### src/rtl/nx_host_egress.sv
// Host egress merger: buffers the control-response and mesh-message streams in
// 2-entry FIFOs, merges them round-robin into one tagged host stream, counts deliveries.
module nx_host_egress #(
   parameter int unsigned CTRL_WIDTH  = 31,
   parameter int unsigned MESH_WIDTH  = 31,
   parameter int unsigned DATA_WIDTH  = 32,
   parameter int unsigned COUNT_WIDTH = 16
) (
   input  logic                   clk_i,
   input  logic                   rst_i,
   input  logic [CTRL_WIDTH-1:0]  ctrl_data_i,
   input  logic                   ctrl_valid_i,
   output logic                   ctrl_ready_o,
   input  logic [MESH_WIDTH-1:0]  mesh_data_i,
   input  logic                   mesh_valid_i,
   output logic                   mesh_ready_o,
   output logic [DATA_WIDTH-1:0]  host_data_o,
   output logic                   host_valid_o,
   input  logic                   host_ready_i,
   input  logic                   clear_i,
   output logic [COUNT_WIDTH-1:0] ctrl_count_o,
   output logic [COUNT_WIDTH-1:0] mesh_count_o,
   output logic                   idle_o
);

   localparam int unsigned OCC_WIDTH = 2;
   localparam logic [OCC_WIDTH-1:0]   OCC_EMPTY = OCC_WIDTH'(0);
   localparam logic [OCC_WIDTH-1:0]   OCC_FULL  = OCC_WIDTH'(2);
   localparam logic [COUNT_WIDTH-1:0] COUNT_MAX = '1;

   logic [CTRL_WIDTH-1:0] ctrl_mem [2];
   logic [MESH_WIDTH-1:0] mesh_mem [2];
   logic                  ctrl_wr_ptr, ctrl_rd_ptr;
   logic                  mesh_wr_ptr, mesh_rd_ptr;
   logic [OCC_WIDTH-1:0]  ctrl_occ, ctrl_occ_nxt;
   logic [OCC_WIDTH-1:0]  mesh_occ, mesh_occ_nxt;
   logic                  last_mesh;

   logic                  ctrl_push, ctrl_pop;
   logic                  mesh_push, mesh_pop;
   logic                  load, grant_mesh;
   logic                  host_hs, host_valid_nxt;
   logic [DATA_WIDTH-1:0] word;

   // Grant, FIFO occupancy and output-word formation
   always_comb begin
      ctrl_push      = ctrl_valid_i && ctrl_ready_o;
      mesh_push      = mesh_valid_i && mesh_ready_o;
      load           = (!host_valid_o || host_ready_i) &&
                       ((ctrl_occ != OCC_EMPTY) || (mesh_occ != OCC_EMPTY));
      // Mesh wins when it is the only source, or on a tie when ctrl went last
      grant_mesh     = (mesh_occ != OCC_EMPTY) && ((ctrl_occ == OCC_EMPTY) || !last_mesh);
      ctrl_pop       = load && !grant_mesh;
      mesh_pop       = load && grant_mesh;
      ctrl_occ_nxt   = ctrl_occ + OCC_WIDTH'(ctrl_push) - OCC_WIDTH'(ctrl_pop);
      mesh_occ_nxt   = mesh_occ + OCC_WIDTH'(mesh_push) - OCC_WIDTH'(mesh_pop);
      host_hs        = host_valid_o && host_ready_i;
      host_valid_nxt = load || (host_valid_o && !host_ready_i);

      word = '0;
      if (grant_mesh) begin
         word[MESH_WIDTH-1:0] = mesh_mem[mesh_rd_ptr];
         word[DATA_WIDTH-1]   = 1'b1;
      end else begin
         word[CTRL_WIDTH-1:0] = ctrl_mem[ctrl_rd_ptr];
      end
   end

   // FIFO storage needs no reset: occupancy gates every read
   always_ff @(posedge clk_i) begin
      if (ctrl_push) ctrl_mem[ctrl_wr_ptr] <= ctrl_data_i;
      if (mesh_push) mesh_mem[mesh_wr_ptr] <= mesh_data_i;
   end

   always_ff @(posedge clk_i or posedge rst_i) begin
      if (rst_i) begin
         ctrl_wr_ptr  <= 1'b0;
         ctrl_rd_ptr  <= 1'b0;
         mesh_wr_ptr  <= 1'b0;
         mesh_rd_ptr  <= 1'b0;
         ctrl_occ     <= OCC_EMPTY;
         mesh_occ     <= OCC_EMPTY;
         ctrl_ready_o <= 1'b1;
         mesh_ready_o <= 1'b1;
         last_mesh    <= 1'b1;
         host_valid_o <= 1'b0;
         host_data_o  <= '0;
         idle_o       <= 1'b1;
      end else begin
         if (ctrl_push) ctrl_wr_ptr <= !ctrl_wr_ptr;
         if (ctrl_pop)  ctrl_rd_ptr <= !ctrl_rd_ptr;
         if (mesh_push) mesh_wr_ptr <= !mesh_wr_ptr;
         if (mesh_pop)  mesh_rd_ptr <= !mesh_rd_ptr;
         ctrl_occ     <= ctrl_occ_nxt;
         mesh_occ     <= mesh_occ_nxt;
         ctrl_ready_o <= (ctrl_occ_nxt != OCC_FULL);
         mesh_ready_o <= (mesh_occ_nxt != OCC_FULL);
         if (load) begin
            last_mesh   <= grant_mesh;
            host_data_o <= word;
         end
         host_valid_o <= host_valid_nxt;
         idle_o       <= (ctrl_occ_nxt == OCC_EMPTY) && (mesh_occ_nxt == OCC_EMPTY) &&
                         !host_valid_nxt;
      end
   end

   // Delivery counters: saturate, clear wins over a same-edge delivery
   always_ff @(posedge clk_i or posedge rst_i) begin
      if (rst_i) begin
         ctrl_count_o <= '0;
         mesh_count_o <= '0;
      end else if (clear_i) begin
         ctrl_count_o <= '0;
         mesh_count_o <= '0;
      end else if (host_hs) begin
         if (host_data_o[DATA_WIDTH-1]) begin
            if (mesh_count_o != COUNT_MAX) mesh_count_o <= mesh_count_o + COUNT_WIDTH'(1);
         end else begin
            if (ctrl_count_o != COUNT_MAX) ctrl_count_o <= ctrl_count_o + COUNT_WIDTH'(1);
         end
      end
   end

endmodule

### config.mk
export PLATFORM = sky130hd
export DESIGN_NAME = nx_host_egress
export DESIGN_NICKNAME = d
export VERILOG_FILES = /design/src/rtl/nx_host_egress.sv
export SDC_FILE = /design/constraint.sdc
export NUM_CORES = 1
export LEC_CHECK = 0
export BUFFER_PORTS_ARGS = -buffer_cell sky130_fd_sc_hd__buf_2
export CORE_MARGIN = 1
export CORE_UTILIZATION = 60
export CTS_CLUSTER_SIZE = 24
export DETAILED_ROUTE_END_ITERATION = 10
export PLACE_DENSITY_LB_ADDON = 0.3
export SYNTH_ARGS = -nofsm -noshare
export SYNTH_HDL_FRONTEND = slang
export SYNTH_SLANG_ARGS = --single-unit
### constraint.sdc
create_clock -name clk_i -period 6.5 [get_ports clk_i]
set_input_delay 0.325 -clock clk_i [delete_from_list [all_inputs] [get_ports clk_i]]
set_output_delay 0.325 -clock clk_i [all_outputs]
set_load 0.01 [all_outputs]
Yosys cells after proc, flatten, opt, wreduce, memory -nomap -nowiden
Memory sizes are Yosys's and may differ from the RTL's.
Cells that the tools add are included.
Widths: inputs -> output; s select.
- bits of input ports: 68
- output and inout bits: 68
- word-level logic and storage cells: 75
- register bits after elaboration: 77
- memory bits (writable): 124
- memories kept: 2
- reduce and logical (&&, ||, !) cells: 34
- equal/unequal tests: 5
- multiplexer cells: 14
- $add $sub $neg: 6
- memory list (memory ; words ; bits a word ; rd ports ; clocked after memory_dff ; write ports ; line ; RTL):
    ctrl_mem ; 2 ; 31 ; 1 ; 0 ; 1 ; 31 ; logic [CTRL_WIDTH-1:0] ctrl_mem [2];
    mesh_mem ; 2 ; 31 ; 1 ; 0 ; 1 ; 32 ; logic [MESH_WIDTH-1:0] mesh_mem [2];
- operator list (kind ; number):
    $mux 16 ; 8
    $add 16x1->16 const B ; 2
    $ne 16x16->1 const B ; 2
    $mux 31 ; 1
    $reduce_bool 2->1 ; 6
    $logic_and 1x1->1 ; 10
    $logic_not 1->1 ; 9
    $logic_not 2->1 ; 3
    $reduce_and 3->1 ; 2
    $mux 1 ; 5
    $add 2x1->2 ; 2
    $logic_or 1x1->1 ; 4
    $ne 2x2->1 const B ; 2
    $sub 2x1->2 ; 2
    $ne 2x1->1 const B ; 1

Longest topological paths before layout
- depth after elaboration: 9
- gate-level depth with buffers: 13
- mapped depth without buffers: 11

Least setup slack after synthesis
Ideal clock, no wire load.
- path kind: reg2reg
- start: register ctrl_occ[1]
- end: register idle_o
- period minus slack after synthesis: 2.583 ns
- data required time: 6.403 ns
- stages on the path, launching flop included: 13
- buffers on the path: 2
- setup time: 0.097 ns
- arrival: 2.487 ns
- setup slack: 3.917 ns
- cells stage by stage: dfrtp_1 > o41ai_2 > or2_2 > buf_2 > buf_2 > inv_1 > ha_1 > inv_1 > ha_1 > xor2_1 > xnor2_1 > nand2_1 > nor4_1
- word-level cells in the longest chain between the ends: 9
- elaborated cells between the ends (all ways): 18
- classes of those cells: add/sub: 3; reduce/logical: 15
- ends and longest elaborated chain (item ; line ; RTL):
    start: declaration ; 35 ; logic [OCC_WIDTH-1:0] ctrl_occ, ctrl_occ_nxt;
    start signal: assignment ; 94 ; ctrl_occ <= ctrl_occ_nxt;
    $logic_not 2->1 ; 52 ; grant_mesh = (mesh_occ != OCC_EMPTY) && ((ctrl_occ == OCC_EMPTY) || !last_mesh);
    $logic_or 1x1->1 ; 52 ;
    $logic_and 1x1->1 ; 52 ;
    $logic_not 1->1 ; 53 ; ctrl_pop = load && !grant_mesh;
    $logic_and 1x1->1 * ; 53 ;
    via ctrl_pop ; 39 ; logic ctrl_push, ctrl_pop;
    $sub 2x1->2 * ; 55 ; ctrl_occ_nxt = ctrl_occ + OCC_WIDTH'(ctrl_push) - OCC_WIDTH'(ctrl_pop);
    $logic_not 2->1 * ; 103 ; idle_o <= (ctrl_occ_nxt == OCC_EMPTY) && (mesh_occ_nxt == OCC_EMPTY) &&
    $logic_and 1x1->1 * (2 in series) ; 103 ;
    end signal: assignment ; 103 ;
    end: declaration ; 23 ; output logic idle_o
The timed path passes the listed nets; every way through them passes the cells marked *.
A chain may end at the register's enable or synchronous reset.

Worst setup path after layout
Ends and elaborated chain as after synthesis.

==> qor.txt <==
CLOCK NETWORK
---------------------------------------------------------------------------------
TritonCTS clock tree                                                        built
Number of buffers inserted by hold repair at cts                                0
Num Clock Sinks                                                               201
Post-CTS Repair Setup Buffers                                                   0
Source-to-sink clock delay at the later pin of the worst-skew pair        0.48 ns
Clock slew at reported path FFs                                           0.06 ns
Clock tree root driver cell                                             clkbuf_16
Max H-tree Level                                                                1
Post-CTS Resized                                                                0
Total clock buffers created by CTS                                             20
Maximum root-to-sink buffer count                                               3

YOSYS
---------------------------------------------------------------------------------
Distinct cell type count after synthesis                                       44
Number of flops mapped to enable cells by yosys                               124
Flip-flop and latch count after synthesis                                     201
Mean post-synth cell area                                              14.6 sq um
Netlist area before placement                                          8100 sq um
Fraction of post-synthesis cell area in the top cell type by area           0.460
Async set-or-reset flop fraction in the synthesized netlist                 0.383
Predominant post-synthesis flop cell                                     edfxtp_1
Syn Inst Count                                                                554
Total nets after synthesis                                                    628
Warning count from the yosys run                                                0
Synth cell count leaders                                             edfxtp_1, dfrtp_1, mux2i_1, nand2_1, o221ai_1
Seq/Total Area, Yosys                                                       0.699
Cell taking the most area after synthesis                                edfxtp_1
Largest cells by area after synthesis                                edfxtp_1, dfrtp_1, mux2i_1
Most repeated cell in the gate-level netlist after synthesis             edfxtp_1

WORST SETUP PATH
---------------------------------------------------------------------------------
Worst reg-to-reg setup slack                                              3.46 ns
Path type of the worst setup path                                    flip-flop to flip-flop
Critical register-to-register path endpoint                                idle_o
Path depth of the worst reg2reg path                                           10
Reg-to-Reg Start                                                      ctrl_occ[1]
Startpoint type of the worst setup path                                 flip-flop
Data required time of the critical path                                   6.87 ns
Highest net fanout along the worst path                                        33
Type of element capturing the critical path                             flip-flop
Arrival time at the worst endpoint                                        3.40 ns

FLOORPLAN
---------------------------------------------------------------------------------
Horizontal die dimension                                                   118 um
Height of the die                                                          118 um
Number of placement rows                                                       42
Initial Utilization                                                         0.614
Num ports                                                                     136
Die area                                                              14000 sq um
Placeable core region                                                 13200 sq um

TIMING
---------------------------------------------------------------------------------
Clock period minus final worst setup slack                                3.04 ns
Max-slew headroom                                                           0.301
Fin crit share                                                              0.467
Transition time of the tightest slew-check pin                            1.05 ns
Final setup violation count                                                     0
Final worst slack                                                         3.46 ns
Hold slack                                                              0.0341 ns
Hold Vio Cnt, Final                                                             0
Max Clock Skew                                                          0.0110 ns
Highest Clock Rate                                                        329 MHz
Post-Route Setup TNS                                                         0 ns
Count of final max-slew check failures                                          0
Unrepaired setup endpoints after global routing                             false

DRT
---------------------------------------------------------------------------------
Final ANT Viol Nets                                                             0
Via-to-Cell Ratio                                                            5.91
Via total after detailed routing                                             5198
DRC violation count after routing                                               0
First-pass DRT Iterations                                                       5
Iteration-0 DRC count of the detailed router                                  454
Final routed wire length divided by cell count                            18.8 um
Total routed wirelength                                                  16600 um

GRT
---------------------------------------------------------------------------------
Number of global-route vias before repair                                    5251
Pin count of the biggest net entering global routing                           78
GRT overflow                                                                    0
Initial antenna violation count                                                 1
First-pass GRT wire length                                               26200 um
Global routing usage summed across all routing layers                       0.240

HOLD PATH
---------------------------------------------------------------------------------
Hold Crit Class                                                      input pin to flip-flop
Capture endpoint of the worst hold path                              ctrl_mem[1][3]
Worst hold path startpoint                                           ctrl_data_i[3]
Count of cells along the worst hold path                                        1

CELLS AND AREA
---------------------------------------------------------------------------------
Final nets                                                                    763
Count of fill cells added during filler insertion                             887
P&R area growth vs syn                                                      18.1%
Fin util                                                                    0.725
Footprint of the flip-flops and latches                                5660 sq um
Footprint of the multi-input gates                                     2300 sq um
Final Instance Count excl. Fillers                                            880
Layout cell share with drive strength beyond 1                              0.276

RUN STATUS
---------------------------------------------------------------------------------
Outcome                                                              finished clean

PLACE
---------------------------------------------------------------------------------
Final estimated routing congestion in global placement                      0.840
Number of placed cells counting well taps                                     843
Input/output buffers                                                          135
Detailed Place HPWL                                                      10300 um
Worst setup slack before clock tree synthesis                             3.45 ns

FLOW RUN
---------------------------------------------------------------------------------
Number of max-cap violations                                                    0

POWER
---------------------------------------------------------------------------------
Worst vdd rail ir drop                                                   0.308 mV
Leakage component of the power                                            3.98 nW
Power density over cell area                                          418 nW/um^2

==> power by group <==
group | switching (mW) | internal, mW
sequential | 0.254 | 1.71
combinational | 0.528 | 0.410
clock | 0.443 | 0.653
total | 1.22 | 2.77
==> layer usage <==
layer	share of wire	vias to the layer above	GRT usage	wire length [um]
li1	-	2395	-	-
met1	0.40	2586	0.296	6570
met2	0.51	176	0.425	8500
met3	0.066	41	0.0463	1090
met4	0.025	0	0.0793	412
met5	0	-	0	0
==> worst max-delay path by stage <==
stage	from	end	slack (ns)	cells after the start
3_3_place_gp	host_ready_i	idle_o	3.74	12
6_report	ctrl_occ[1]	idle_o	3.46	10
4_1_cts	ctrl_occ[1]	idle_o	3.41	10
5_1_grt	ctrl_occ[1]	idle_o	3.21	10
3_5_place_dp	ctrl_occ[1]	idle_o	3.45	10
2_1_floorplan	ctrl_occ[1]	idle_o	3.92	12
==> kinds of logic after synthesis <==
group | synth area share
muxes | 0.0900
DFF | 0.699
and+or+nand+nor | 0.0960
xor gates and xnor gates | 0.00974
AOI/OAI and AO/OA | 0.0759
buffers and inverters | 0.0206
adders and majority gates | 0.00927
==> sequential cells by signal, summed over array words and instances, names as in the netlist, 2 cells and up <==
register,count
mesh_occ,2
mesh_mem,62
mesh_count_o,16
ctrl_count_o,16
host_data_o,32
ctrl_occ,2
ctrl_mem,62
==> worst max-delay path, cell delays in order (launching register included) <==
cell and delay (ns):
dfrtp_1 0.44, o41ai_4 0.39, or2_2 0.68, inv_1 0.11, ha_1 0.31, inv_1 0.04
ha_1 0.19, xor2_1 0.16, xnor2_1 0.24, nand2_1 0.11, nor4_1 0.26
==> layout make-up <==
cell class / count / share of cell area
multi-input combinational: 316 / 0.241
clock inverter: 6 / 0.00576
antenna: 2 / 0.000523
clock buffer: 29 / 0.0602
timing repair buffer: 138 / 0.0730
tap: 176 / 0.0230
inverter: 12 / 0.00484
sequential: 201 / 0.592
==> layout by cell type (no fill, tap or decap), types with 11 or more instances in the layout <==
cell | netlist | final
nand3_1 | 14 | 14
o221ai_1 | 31 | 31
inv_1 | 12 | 11
buf_2 | 6 | 135
mux2i_1 | 66 | 66
dfrtp_1 | 73 | 71
edfxtp_1 | 124 | 124
nor2_1 | 15 | 13
o21ai_0 | 12 | 12
clkbuf_16 | 0 | 21
nand2_1 | 53 | 53
a21oi_1 | 23 | 23
==> through the flow <==
| stage | cell area (sq um) | power (mW) |
|---|---|---|
| final | 9560 | 4.00 |
| after global routing | 9560 | 4.19 |
| after CTS | 9560 | 4.04 |
| after detailed placement | 8920 | 2.93 |
| after global placement | 8920 | 2.87 |
| after floorplan | 8100 | 2.56 |
Power figures use the tool's default switching activity.
